$ cat src/rtl/ahb_bram_ctrl_pkg.sv
// ahb_bram_ctrl_pkg: AHB codes and bram controller state encodings shared with ahb_bridge.
// ERR states exist only when BRAM_CTRL_ERR_EN is defined.
package ahb_bram_ctrl_pkg;
    localparam logic [1:0] HTRANS_NONSEQ = 2'b10;
    localparam logic [1:0] HTRANS_SEQ    = 2'b11;
    localparam logic [2:0] HSIZE_BYTE    = 3'd0;
    localparam logic [2:0] HSIZE_HALF    = 3'd1;
    localparam logic [2:0] HSIZE_WORD    = 3'd2;
    localparam logic       HRESP_OKAY    = 1'b0;
    localparam logic [2:0] S_IDLE        = 3'd0;
    localparam logic [2:0] S_WRITE       = 3'd1;
    localparam logic [2:0] S_READ        = 3'd2;
    localparam logic [2:0] S_RD_PEND     = 3'd3;
`ifdef BRAM_CTRL_ERR_EN
    localparam logic       HRESP_ERROR   = 1'b1;
    localparam logic [2:0] S_ERR1        = 3'd4;
    localparam logic [2:0] S_ERR2        = 3'd5;
`endif
endpackage

$ cat src/rtl/ahb_lane_strobe.sv
// ahb_lane_strobe: byte-lane strobe and alignment decode for a 32-bit AHB slave.
// Oversized hsize decodes as a word so non-checking slaves degrade gracefully.
module ahb_lane_strobe
    import ahb_bram_ctrl_pkg::*;
(
    input  logic [2:0] hsize,
    input  logic [1:0] addr_lo,
    output logic [3:0] strobe,
    output logic       misalign,
    output logic       bad_size
);
    assign strobe = (hsize == HSIZE_BYTE) ? (4'b0001 << addr_lo) :
                    (hsize == HSIZE_HALF) ? (addr_lo[1] ? 4'b1100 : 4'b0011) : 4'b1111;
    assign misalign = ((hsize == HSIZE_HALF) & addr_lo[0]) | ((hsize == HSIZE_WORD) & (addr_lo != 2'b00));
    assign bad_size = hsize > HSIZE_WORD;
endmodule

$ cat src/rtl/ahb_bram_ctrl.sv
// ahb_bram_ctrl: AHB-Lite slave sequencing BRAM port B; address-phase reads, write-wins collisions.
// BRAM_CTRL_ERR_EN enables ERROR responses for oversized or misaligned transfers.
module ahb_bram_ctrl
    import ahb_bram_ctrl_pkg::*;
#(
    parameter int MEM_AW = 10,
    parameter int DATA_W = 32
) (
    input  logic              hclk,
    input  logic              hreset_n,
    input  logic              hsel,
    input  logic [31:0]       haddr,
    input  logic [1:0]        htrans,
    input  logic              hwrite,
    input  logic [2:0]        hsize,
    input  logic [DATA_W-1:0] hwdata,
    input  logic              hready_i,
    output logic              hready_o,
    output logic              hresp_o,
    output logic [DATA_W-1:0] hrdata_o,
    output logic              bram_en,
    output logic [3:0]        bram_we,
    output logic [MEM_AW-1:0] bram_addr,
    output logic [DATA_W-1:0] bram_din,
    input  logic [DATA_W-1:0] bram_dout
);
    logic [2:0]        state, nxt;
    logic [MEM_AW-1:0] addr_q;
    logic [3:0]        strb_q, strobe;
    logic              misalign, bad_size, accept, illegal, rd_now, unused_ok;

    ahb_lane_strobe u_strobe (
        .hsize    (hsize),
        .addr_lo  (haddr[1:0]),
        .strobe   (strobe),
        .misalign (misalign),
        .bad_size (bad_size)
    );

    assign accept = hsel & hready_i & ((htrans == HTRANS_NONSEQ) | (htrans == HTRANS_SEQ));
`ifdef BRAM_CTRL_ERR_EN
    assign illegal   = misalign | bad_size;
    assign unused_ok = ^haddr[31:MEM_AW+2];
    assign hready_o  = (state != S_RD_PEND) & (state != S_ERR1);
    assign hresp_o   = ((state == S_ERR1) | (state == S_ERR2)) ? HRESP_ERROR : HRESP_OKAY;
`else
    assign illegal   = 1'b0;
    assign unused_ok = ^{haddr[31:MEM_AW+2], misalign, bad_size};
    assign hready_o  = state != S_RD_PEND;
    assign hresp_o   = HRESP_OKAY;
`endif

    // A read meeting a write data phase loses the port and is replayed from RD_PEND
    assign rd_now = hreset_n & accept & ~hwrite & ~illegal & (state != S_WRITE);

    always_comb begin
        nxt = S_IDLE;
        if (state == S_RD_PEND)
            nxt = S_READ;
`ifdef BRAM_CTRL_ERR_EN
        else if (state == S_ERR1)
            nxt = S_ERR2;
        else if (accept)
            nxt = illegal ? S_ERR1 : hwrite ? S_WRITE : (state == S_WRITE) ? S_RD_PEND : S_READ;
`else
        else if (accept)
            nxt = hwrite ? S_WRITE : (state == S_WRITE) ? S_RD_PEND : S_READ;
`endif
    end

    always_ff @(posedge hclk or negedge hreset_n) begin
        if (!hreset_n) begin
            state  <= S_IDLE;
            addr_q <= '0;
            strb_q <= '0;
        end else begin
            state <= nxt;
            if (accept) begin
                addr_q <= haddr[MEM_AW+1:2];
                strb_q <= strobe;
            end
        end
    end

    assign bram_en   = (state == S_WRITE) | (state == S_RD_PEND) | rd_now;
    assign bram_we   = (state == S_WRITE) ? strb_q : 4'b0000;
    assign bram_addr = ((state == S_WRITE) | (state == S_RD_PEND)) ? addr_q : haddr[MEM_AW+1:2];
    assign bram_din  = hwdata;
    assign hrdata_o  = (state == S_READ) ? bram_dout : '0;
endmodule

$ cat config.mk
export PLATFORM = sky130hd
export DESIGN_NAME = ahb_bram_ctrl
export DESIGN_NICKNAME = d
export VERILOG_FILES = /design/src/rtl/ahb_bram_ctrl_pkg.sv /design/src/rtl/ahb_lane_strobe.sv /design/src/rtl/ahb_bram_ctrl.sv
export SDC_FILE = /design/constraint.sdc
export NUM_CORES = 1
export LEC_CHECK = 0
export BUFFER_PORTS_ARGS = -buffer_cell sky130_fd_sc_hd__buf_2
export CORE_AREA = 2 2 71 73
export DETAILED_ROUTE_END_ITERATION = 7
export DIE_AREA = 0 0 73 75
export GPL_TIMING_DRIVEN = 0
export HOLD_SLACK_MARGIN = 0.05
export MAX_ROUTING_LAYER = met4
export PLACE_DENSITY_LB_ADDON = 0.05
export SYNTH_ARGS = -nofsm -noshare
export SYNTH_HDL_FRONTEND = slang
export SYNTH_HIERARCHICAL = 1
export SYNTH_SLANG_ARGS = --single-unit
$ cat constraint.sdc
create_clock -name hclk -period 3.3 [get_ports hclk]
set_clock_uncertainty 0.1 [all_clocks]
set_input_delay 0.33 -clock hclk [delete_from_list [all_inputs] [get_ports hclk]]
set_output_delay 0.33 -clock hclk [all_outputs]
set_load 0.02 [all_outputs]
==> flow_metrics.py <==
metrics = {
    "critical_path": {
        "cp-start-kind": "primary input",
        "crit_start": "hreset_n",
        "crit_type": "primary input to primary output",
        "r2r_slack_ps": 2150,
        "r2r_start": "state[0]",
        "cp_max_fo": 17,
        "arrival_ps": 1610,
        "worst_ep_required_time_ps": 2870,
        "endpoint_kind": "primary output",
    },
    "global_routing": {
        "antenna_found_initial": 0,
        "grt_pass1_wl_mm": 5.71,
        "grt_max_degree": 18,
        "grt_overflow": 0,
        "grt_pass1_vias": 1209,
        "track_usage": 0.143,
    },
    "pwr": {
        "switching_share": 0.285,
        "pwr-share-comb": 0.354,
        "vdd_drop_max_uv": 172,
        "p_int_uw": 454,
        "p_switching_uw": 181,
        "p_per_area_nw_per_um2": 301,
        "p_leak_nw": 1.24,
        "clkPwrFrac": 0.265,
        "p_seq_frac": 0.381,
    },
    "sta": {
        "slew_violations": 0,
        "rsz0062_at_grt": "false",
        "finalWorstSetupSlack_ps": 1260,
        "setup_violations": 0,
        "min_period_over_period": 0.618,
        "finalHoldViolations": 0,
        "period_needed_ps": 2040,
        "tns_ps": 0,
        "fmax_mhz": 491,
        "whs_ps": 198,
    },
    "placed_design": {
        "dp_cells": 318,
        "gp_congestion": 0.782,
        "pre_cts_slack_ps": 1540,
        "place_hpwl_mm": 3.52,
        "placed_area_sq_um": 2040,
        "io_buffer_count": 132,
    },
    "floorplan": {
        "core_sq_um": 4660,
        "die_area_sq_um": 5480,
        "die_y_um": 75,
        "initial_core_util": 0.282,
        "num_io_pins": 187,
        "rows": 25,
        "die-width_um": 73,
    },
    "clock_tree": {
        "cts-root-buf": "clkbuf_8",
        "path_clk_slew_ps": 60,
        "cts_buffers": 3,
        "post-cts-setup-buffer-count": 0,
        "cts.repair.resized": 0,
        "cts.sinks": 16,
        "htreeDepth": 1,
        "tritoncts": "done",
        "clock_path_buffers": 2,
        "worstSkewPairLatency_ps": 240,
        "ctsHoldBuffers": 1,
    },
    "route": {
        "drtIter0Drc": 6,
        "viasPerCell": 4.16,
        "routed_wl_mm": 4.07,
        "drc": 0,
        "drtPass1Iterations": 3,
        "vias": 1345,
        "ant_nets": 0,
        "avgRoutedWirePerCell_um": 12.6,
    },
    "synth": {
        "synth_warnings": 6,
        "syn_inst": 132,
        "synth_area_sq_um": 1310,
        "synth_nets": 238,
        "avgSynthCellArea_sq_um": 9.94,
    },
    "cells_and_area": {
        "nets": 376,
        "multiInputGateArea_sq_um": 631,
        "regArea_sq_um": 400,
        "stdcell_area_sq_um": 2110,
        "layout-drive-gt1-share": 0.736,
        "n_fill_cell": 496,
        "area_delta_synth_final_pct": 60.4,
        "diodes": 0,
        "final_cells": 323,
    },
    "worst_hold_path": {
        "worstHoldStart": "hwrite",
        "hold_class": "primary input to flip-flop",
    },
    "run_status": {
        "run_status": "finished clean",
    },
    "flow_run": {
        "cap_violations": 0,
    },
}
state kept, by name, summed over array words and instances (netlist names):
| register | count |
|---|---|
| addr_q | 10 |
| state | 2 |
| strb_q | 4 |
through the flow:
| step | total power, mW | utilization |
|---|---|---|
| floorplan | 0.389 | - |
| global placement | 0.469 | 0.438 |
| detailed placement | 0.471 | 0.438 |
| CTS | 0.646 | 0.452 |
| global route | 0.679 | 0.452 |
| finish | 0.634 | 0.452 |
layout by cell type (no fill, tap or decap):
cell type / n
buf_6: 1
nand2_1: 1
nand3_4: 1
clkbuf_8: 4
buf_2: 132
conb_1: 1
o21ai_0: 5
buf_4: 34
inv_1: 1
mux2_4: 7
nor2b_1: 3
nand2b_1: 1
o21bai_1: 1
nor2_1: 2
mux2_2: 17
dfrtp_1: 16
nor2b_2: 1
o21ba_2: 1
clkbuf_1: 3
dlygate4sd3_1: 1
and2_1: 36
routing by layer:
metal | up-vias | GRT usage | share of wire
met4 | 0 | 0.0370 | 0.0032
met1 | 576 | 0.153 | 0.35
met5 | - | - | 0
met2 | 105 | 0.215 | 0.45
met3 | 2 | 0.100 | 0.20
li1 | 662 | - | -
power by group through the flow:
stage	clock network, mW	registers (mW)	logic, mW
floorplan	0	0.241	0.149
global placement	0	0.245	0.224
detailed placement	0	0.245	0.227
CTS	0.177	0.242	0.228
global route	0.189	0.248	0.242
finish	0.168	0.242	0.225
worst max-delay path, cell delays in order:
cell and delay (ps):
dlygate4sd3_1 510, buf_2 340, nand2b_1 90, o21bai_1 130, buf_2 190
worst paths after layout:
kind / to / cells after the start
setup / recovery: bram_en / 5
hold / removal: state[1] / 2
setup reg to reg: state[0] / 2
hold reg to reg: strb_q[3] / 1
max in group asynchronous: state[0] / 2
min in group asynchronous: strb_q[1] / 2
layout make-up:
cell class                 instances  area share
timing repair buffer             133       0.318
tap                               54      0.0321
clock buffer                       4      0.0261
inverter                           1     0.00178
sequential                        16       0.190
multi-input combinational         77       0.299
buffer                            38       0.132
Power figures use the tool's default switching activity.
